**config.mk**
```make
export PLATFORM = sky130hd
export DESIGN_NAME = seg_disp_ctrl
export DESIGN_NICKNAME = d
export VERILOG_FILES = /design/src/rtl/seg_pkg.sv /design/src/rtl/scan_timer.sv /design/src/rtl/seg_disp_ctrl.sv
export SDC_FILE = /design/constraint.sdc
export NUM_CORES = 1
export LEC_CHECK = 0
export ABC_AREA = 1
export BUFFER_PORTS_ARGS = -buffer_cell sky130_fd_sc_hd__buf_2
export CAP_MARGIN = 10
export CELL_PAD_IN_SITES_DETAIL_PLACEMENT = 1
export CELL_PAD_IN_SITES_GLOBAL_PLACEMENT = 1
export CORE_ASPECT_RATIO = 0.6
export CORE_MARGIN = 4
export CORE_UTILIZATION = 41
export CTS_CLUSTER_SIZE = 25
export DETAILED_ROUTE_END_ITERATION = 8
export HOLD_SLACK_MARGIN = 0.1
export PLACE_DENSITY = 0.89
export RECOVER_POWER = 25
export SLEW_MARGIN = 0
export SYNTH_ARGS = -nofsm -noshare
export SYNTH_HDL_FRONTEND = slang
export SYNTH_SLANG_ARGS = --single-unit
```
**constraint.sdc**
```tcl
create_clock -name clk -period 2.15 [get_ports clk]
set_input_delay 0.215 -clock clk [delete_from_list [all_inputs] [get_ports clk]]
set_output_delay 0.215 -clock clk [all_outputs]
set_load 0.02 [all_outputs]
```
**src/rtl/seg_pkg.sv**
```systemverilog
// Shared constants and helpers for the four-digit seven-segment display controller.
package seg_pkg;
    localparam int NUM_DIGITS = 4;
    localparam int DIGIT_W    = 2;
    localparam int MASK_W     = 4;
    localparam int BYTE_W     = 8;
    localparam int DATA_W     = MASK_W * BYTE_W;
    localparam int PB_W       = 2 * NUM_DIGITS;

    // Byte-wise merge: each set mask bit replaces the matching byte of cur.
    function automatic logic [DATA_W-1:0] merge_bytes(
        input logic [DATA_W-1:0] cur,
        input logic [DATA_W-1:0] upd,
        input logic [MASK_W-1:0] mask
    );
        logic [DATA_W-1:0] res;
        res = cur;
        for (int b = 0; b < MASK_W; b++) begin
            if (mask[b]) res[b*BYTE_W +: BYTE_W] = upd[b*BYTE_W +: BYTE_W];
        end
        return res;
    endfunction
endpackage

```
**src/rtl/scan_timer.sv**
```systemverilog
// Digit-scan timebase: prescaler, digit index, frame counter and blink phase.
module scan_timer
    import seg_pkg::*;
#(
    parameter int SCAN_DIV_W   = 16,
    parameter int FLASH_FRAMES = 32
) (
    input  logic               clk,
    input  logic               rst_n,
    output logic               o_tick,
    output logic               o_frame_boundary,
    output logic               o_frame_start,
    output logic [DIGIT_W-1:0] o_scanning,
    output logic               o_flash_clk
);
    logic [SCAN_DIV_W-1:0] r_prescale;
    logic [DIGIT_W-1:0]    r_scanning;
    logic [7:0]            r_frame_cnt;
    logic                  r_flash_clk;
    logic                  r_frame_start;
    logic                  w_tick;
    logic                  w_frame_boundary;

    assign w_tick           = &r_prescale;
    assign w_frame_boundary = w_tick && (r_scanning == DIGIT_W'(NUM_DIGITS - 1));

    // NOTE: sequential state uses non-blocking assignments so every register samples pre-edge values.
    always_ff @(posedge clk or negedge rst_n) begin
        if (!rst_n) begin
            r_prescale    <= '0;
            r_scanning    <= '0;
            r_frame_cnt   <= '0;
            r_flash_clk   <= 1'b0;
            r_frame_start <= 1'b0;
        end else begin
            r_prescale    <= r_prescale + SCAN_DIV_W'(1);
            r_frame_start <= w_frame_boundary;
            if (w_tick) r_scanning <= r_scanning + DIGIT_W'(1);
            if (w_frame_boundary) begin
                if (r_frame_cnt == 8'(FLASH_FRAMES - 1)) begin
                    r_frame_cnt <= '0;
                    r_flash_clk <= ~r_flash_clk;
                end else begin
                    r_frame_cnt <= r_frame_cnt + 8'd1;
                end
            end
        end
    end

    assign o_tick           = w_tick;
    assign o_frame_boundary = w_frame_boundary;
    assign o_frame_start    = r_frame_start;
    assign o_scanning       = r_scanning;
    assign o_flash_clk      = r_flash_clk;
endmodule

```
**src/rtl/seg_disp_ctrl.sv**
```systemverilog
// Seven-segment display controller: shadowed number/point/blink registers that
// commit only at scan-frame boundaries so the display never tears.
module seg_disp_ctrl
    import seg_pkg::*;
#(
    parameter int SCAN_DIV_W   = 16,
    parameter int FLASH_FRAMES = 32
) (
    input  logic               clk,
    input  logic               rst_n,
    input  logic               wr_en,
    input  logic [DATA_W-1:0]  wr_data,
    input  logic [MASK_W-1:0]  wr_mask,
    input  logic               pb_wr_en,
    input  logic [PB_W-1:0]    pb_data,
    output logic [DATA_W-1:0]  disp_num,
    output logic [NUM_DIGITS-1:0] pointing,
    output logic [NUM_DIGITS-1:0] blinking,
    output logic [DIGIT_W-1:0] Scanning,
    output logic               flash_clk,
    output logic               frame_start,
    output logic               pending
);
    logic              w_tick;
    logic              w_frame_boundary;
    logic              w_write;
    logic [DATA_W-1:0] w_shadow_next;
    logic [PB_W-1:0]   w_pb_next;

    logic [DATA_W-1:0]     r_shadow;
    logic [PB_W-1:0]       r_pb_shadow;
    logic [DATA_W-1:0]     r_disp_num;
    logic [NUM_DIGITS-1:0] r_pointing;
    logic [NUM_DIGITS-1:0] r_blinking;
    logic                  r_pending;

    scan_timer #(
        .SCAN_DIV_W  (SCAN_DIV_W),
        .FLASH_FRAMES(FLASH_FRAMES)
    ) u_scan_timer (
        .clk             (clk),
        .rst_n           (rst_n),
        .o_tick          (w_tick),
        .o_frame_boundary(w_frame_boundary),
        .o_frame_start   (frame_start),
        .o_scanning      (Scanning),
        .o_flash_clk     (flash_clk)
    );

    // Merged shadow values feed both the shadow registers and the commit path,
    // so a write landing in the boundary cycle is part of that commit.
    always_comb begin
        w_shadow_next = r_shadow;
        w_pb_next     = r_pb_shadow;
        if (wr_en)    w_shadow_next = merge_bytes(r_shadow, wr_data, wr_mask);
        if (pb_wr_en) w_pb_next     = pb_data;
    end

    assign w_write = wr_en || pb_wr_en;

    always_ff @(posedge clk or negedge rst_n) begin
        if (!rst_n) begin
            // NOTE: shadows are reset too, so a reset mid-frame drops uncommitted data.
            r_shadow    <= '0;
            r_pb_shadow <= '0;
            r_disp_num  <= '0;
            r_pointing  <= '0;
            r_blinking  <= '0;
            r_pending   <= 1'b0;
        end else begin
            r_shadow    <= w_shadow_next;
            r_pb_shadow <= w_pb_next;
            if (w_frame_boundary) begin
                if (r_pending || w_write) begin
                    r_disp_num <= w_shadow_next;
                    r_pointing <= w_pb_next[NUM_DIGITS-1:0];
                    r_blinking <= w_pb_next[PB_W-1:NUM_DIGITS];
                end
                r_pending <= 1'b0;
            end else if (w_write) begin
                r_pending <= 1'b1;
            end
        end
    end

    assign disp_num = r_disp_num;
    assign pointing = r_pointing;
    assign blinking = r_blinking;
    assign pending  = r_pending;

    a_boundary_on_tick: assert property (@(posedge clk) disable iff (!rst_n)
        w_frame_boundary |-> w_tick);
endmodule

```
==> summary.md <==
| Metric | Value |
|---|---|
| Run status | `complete, no violations` |
| Fraction of final layout cells sized beyond drive strength 1 | `20.26%` |
| Path class of the lowest-slack min-delay path | `in2reg` |
| Root buffer cell | `sky130_fd_sc_hd__clkbuf_16` |
| Final Non-Filler Cells | `746` |
| Unrepaired setup endpoints after global routing | `no` |
| Post-layout utilization of the core | `51.02%` |
| Die Footprint | `13130 µm²` |
| FF-to-FF path depth | `8` |
| Placeable core area | `10810 µm²` |
| Detailed Place HPWL | `9.308 mm` |
| Transition time of the tightest slew-check pin | `767.8 ps` |
| Clock tree from TritonCTS | `built` |
| Worst max-slew margin expressed relative to the limit | `48.81%` |
| Max VDD drop | `0.0004372 V` |
| Clock H-tree levels | `3` |
| Net Sw Power | `0.9419 mW` |
| WHS Endpoint | `r_pb_shadow[0]` |
| Cells after synthesis | `515` |
| Gr ovfl total | `0` |
| Setup Skew | `8.667 ps` |
| Share of the cycle needed by the critical path after routing | `89.13%` |
| Static power due to leakage | `3.104 nW` |
| Library cell with the largest summed area after synthesis | `sky130_fd_sc_hd__dfrtp_1` |
| Number of clock sinks | `109` |
| Main area contributors after synthesis | `sky130_fd_sc_hd__dfrtp_1 59%, sky130_fd_sc_hd__nand2_1 18%, sky130_fd_sc_hd__nand4_1 5.8%, sky130_fd_sc_hd__nand3_1 4.5%, sky130_fd_sc_hd__xor2_1 2.5%` |
| Final Slew Violations | `0` |
| Max Clock Freq | `521.8 MHz` |
| Number of top-level pins | `93` |
| Number of enable flip-flop cells after synthesis | `0` |
| Wire length of the first global-routing pass | `21.69 mm` |
| Overall power of the completed layout | `4.077 mW` |
| Total number of nets in the final design | `655` |
| Top-area cell type share of the netlist area | `58.82%` |
| Post-synthesis sequential area ratio | `58.82%` |
| Avg Synthesized Cell Area | `9.004 µm²` |
| Routability-driven placement congestion ratio | `0.8150` |
| Drc violations | `0` |
| Final setup violation count | `0` |
| Source of the worst register-to-register timing path | `u_scan_timer.r_prescale[0]` |
| Initial antenna violation count | `0` |
| Via count normalized by instance count | `5.357` |
| Netlist Area Pre-Place | `4637 µm²` |
| Share of total power consumed by net switching | `23.10%` |
| Ant. Diodes | `0` |
| Proportion of power drawn by flip-flops and latches | `53.1%` |
| Combinational group share of total power | `6.2%` |
| Number of global-route vias before repair | `4232` |
| Total nets after synthesis | `566` |
| Min-Delay Startpoint | `pb_data[0]` |
| Clock latency reported for the late side of the worst-skew pair | `350 ps` |
| Number of hold violations in the final report | `0` |
| Setup slack of the most critical reg-to-reg path | `230 ps` |
| Most common cell in the netlist | `sky130_fd_sc_hd__nand2_1` |
| Max_cap viols | `0` |
| Largest net degree at the start of global routing | `56` |
| Hold Crit Depth | `3` |
| Type of the setup path with the least slack | `reg2reg` |
| CP Data Arrival Time | `2210 ps` |
| Total global routing track utilization | `20.51%` |
| Critical R2R Capture | `disp_num[29]` |
| Areal power density over the cells | `739.1 nW/µm²` |
| Most used flip-flop cell after synthesis | `sky130_fd_sc_hd__dfrtp_1` |
| Most instantiated cells after synthesis | `221 x sky130_fd_sc_hd__nand2_1, 109 x sky130_fd_sc_hd__dfrtp_1, 43 x sky130_fd_sc_hd__nand4_1, 42 x sky130_fd_sc_hd__nand3_1, 20 x sky130_fd_sc_hd__inv_1` |
| Number of DRC violations after detailed-routing iteration 0 | `237` |
| Data required time at the worst endpoint | `2440 ps` |
| Clock transition at the register clock pins on the worst setup and hold paths after CTS | `70 ps` |
| CP Launch Type | `register` |
| Number of buffers on the longest clock path | `2` |
| DRT antenna net count | `0` |
| Post-synth cell types | `25` |
| Highest net fanout along the worst path | `26` |
| Inserted Clock Buffers | `9` |
| Clock group share of total power | `40.7%` |
| Layout overhead on the synthesized area | `18.97%` |
| Floorplan die height | `90.38 µm` |
| Total via count after detailed routing | `3996` |
| Fraction of registers with async set or reset after synthesis | `100.0%` |
| Total iterations of the first detailed-routing run | `4` |
| Final WL | `13.26 mm` |
| Average wire length per cell after detail routing | `17.77 µm` |
| Sum Neg Setup Slack | `0 ps` |
| Die outline width | `145.3 µm` |
| Core Rows | `29` |
| Number of placed cells counting well taps | `729` |
| Initial Util | `42.88%` |
| Internal Dissipation | `3.135 mW` |
| Number of warnings reported in the yosys synthesis log | `0` |
| Yosys reg bits | `109` |
| Post-route minimum period | `1916 ps` |
| Count of buffers from port buffering | `92` |
| Number of buffers inserted by post-CTS setup repair | `0` |
| Kind of capture point of the worst setup path | `register` |
## critical path, stage by stage, from the launching register on
cell and delay (ps):
sky130_fd_sc_hd__dfrtp_1 370, sky130_fd_sc_hd__ha_1 220, sky130_fd_sc_hd__nand2_1 80, sky130_fd_sc_hd__nor2_1 170, sky130_fd_sc_hd__nand2_2 160, sky130_fd_sc_hd__nor2_8 220
sky130_fd_sc_hd__buf_4 340, sky130_fd_sc_hd__nand4_1 190, sky130_fd_sc_hd__nand2_1 120
## cell type report
type | instances | area (µm²)
sequential | 109 | 2728
fill | 1309 | 5296
timing repair buffer | 104 | 550.5
tap | 139 | 173.9
clock inverter | 4 | 50.05
multi-input combinational | 360 | 1700
inverter | 20 | 75.07
clock buffer | 10 | 239.0
## power groups by stage
stage | Clock, mW | Combinational, mW | Sequential, mW
after detailed placement | 0 | 0.257 | 2.20
after global placement | 0 | 0.238 | 2.20
after global routing | 1.77 | 0.290 | 2.17
final | 1.66 | 0.255 | 2.16
after floorplan | 0 | 0.121 | 2.19
after CTS | 1.69 | 0.263 | 2.16
## metrics by stage
| step | instance area [µm²] | setup WS, ps | hold slack [ps] |
|---|---|---|---|
| floorplan | 4637 | 622.3 | -80.59 |
| global placement | 5210 | 275.2 | 166.5 |
| detailed placement | 5210 | 143.2 | 161.2 |
| CTS | 5519 | 94.95 | 108.7 |
| global route | 5517 | 100.3 | 118.6 |
| finish | 5517 | 233.6 | 113.8 |
## logic make-up (layout without fill, tap and decap cells)
group                    count (synthesis)  in the layout  synth area share (%)
buffers and inverters                   47            138                 4.938
flip-flops                             109            109                 58.82
adder cells (fa/ha/maj)                  3              3                0.8096
XOR/XNOR                                16             16                 3.022
AO/OA/AOI/OAI                           10             10                 1.187
AND/OR/NAND/NOR                        330            331                 31.22
## flip-flops by register name, indices dropped and copies added (netlist names), 2 cells and up
| name | count |
|---|---|
| u_scan_timer.o_scanning | 2 |
| u_scan_timer.r_frame_cnt | 8 |
| pointing | 4 |
| r_shadow | 32 |
| disp_num | 32 |
| blinking | 4 |
| u_scan_timer.r_prescale | 16 |
| r_pb_shadow | 8 |
## layer usage
layer  part of all wire [%]  vias to the layer above  global-route usage, %
met3                    5.7                       16                  4.514
met2                     48                      116                  33.01
met1                     45                     2023                  27.92
li1                       -                     1841                      -
met5                      0                        -                      0
met4                    1.4                        0                  6.398
## worst max path at each step
| stage | start | endpoint | slack [ps] |
|---|---|---|---|
| detailed placement | u_scan_timer.r_prescale[0] | disp_num[19] | 140 |
| CTS | u_scan_timer.r_prescale[0] | disp_num[19] | 90 |
| finish | u_scan_timer.r_prescale[0] | disp_num[29] | 230 |
| global route | u_scan_timer.r_prescale[0] | disp_num[15] | 100 |
| global placement | u_scan_timer.r_prescale[0] | disp_num[28] | 280 |
| floorplan | u_scan_timer.r_prescale[0] | blinking[0] | 620 |
## cells in the final DEF, fill, tap and decap left out
cell type	count
sky130_fd_sc_hd__nand3_4	2
sky130_fd_sc_hd__clkbuf_2	1
sky130_fd_sc_hd__nand4_1	43
sky130_fd_sc_hd__nor2_2	2
sky130_fd_sc_hd__dfrtp_1	109
sky130_fd_sc_hd__clkinv_2	1
sky130_fd_sc_hd__bufinv_16	1
sky130_fd_sc_hd__nand2_2	2
sky130_fd_sc_hd__clkbuf_16	9
sky130_fd_sc_hd__dlygate4sd3_1	2
sky130_fd_sc_hd__clkbuf_4	1
sky130_fd_sc_hd__clkbuf_1	2
sky130_fd_sc_hd__nor2_8	1
sky130_fd_sc_hd__clkbuf_8	1
sky130_fd_sc_hd__buf_4	8
sky130_fd_sc_hd__nor3_2	1
sky130_fd_sc_hd__o21ai_0	4
sky130_fd_sc_hd__ha_1	2
sky130_fd_sc_hd__o21ai_1	3
sky130_fd_sc_hd__o21bai_1	1
sky130_fd_sc_hd__xnor2_1	3
sky130_fd_sc_hd__buf_2	90
sky130_fd_sc_hd__xor2_1	13
sky130_fd_sc_hd__nand3_1	42
sky130_fd_sc_hd__nor2_1	15
sky130_fd_sc_hd__clkinvlp_4	2
sky130_fd_sc_hd__a21oi_1	1
sky130_fd_sc_hd__ha_2	1
sky130_fd_sc_hd__nor3_1	2
sky130_fd_sc_hd__inv_1	20
sky130_fd_sc_hd__a21o_1	1
sky130_fd_sc_hd__nand2_1	221
## timing repair
item	4_1_cts	5_1_grt
resized for setup	0	1
setup endpoints to repair	0	11
endpoints found under the hold margin	27	0
hold buffers	2	0
Power figures use the tool's default switching activity.
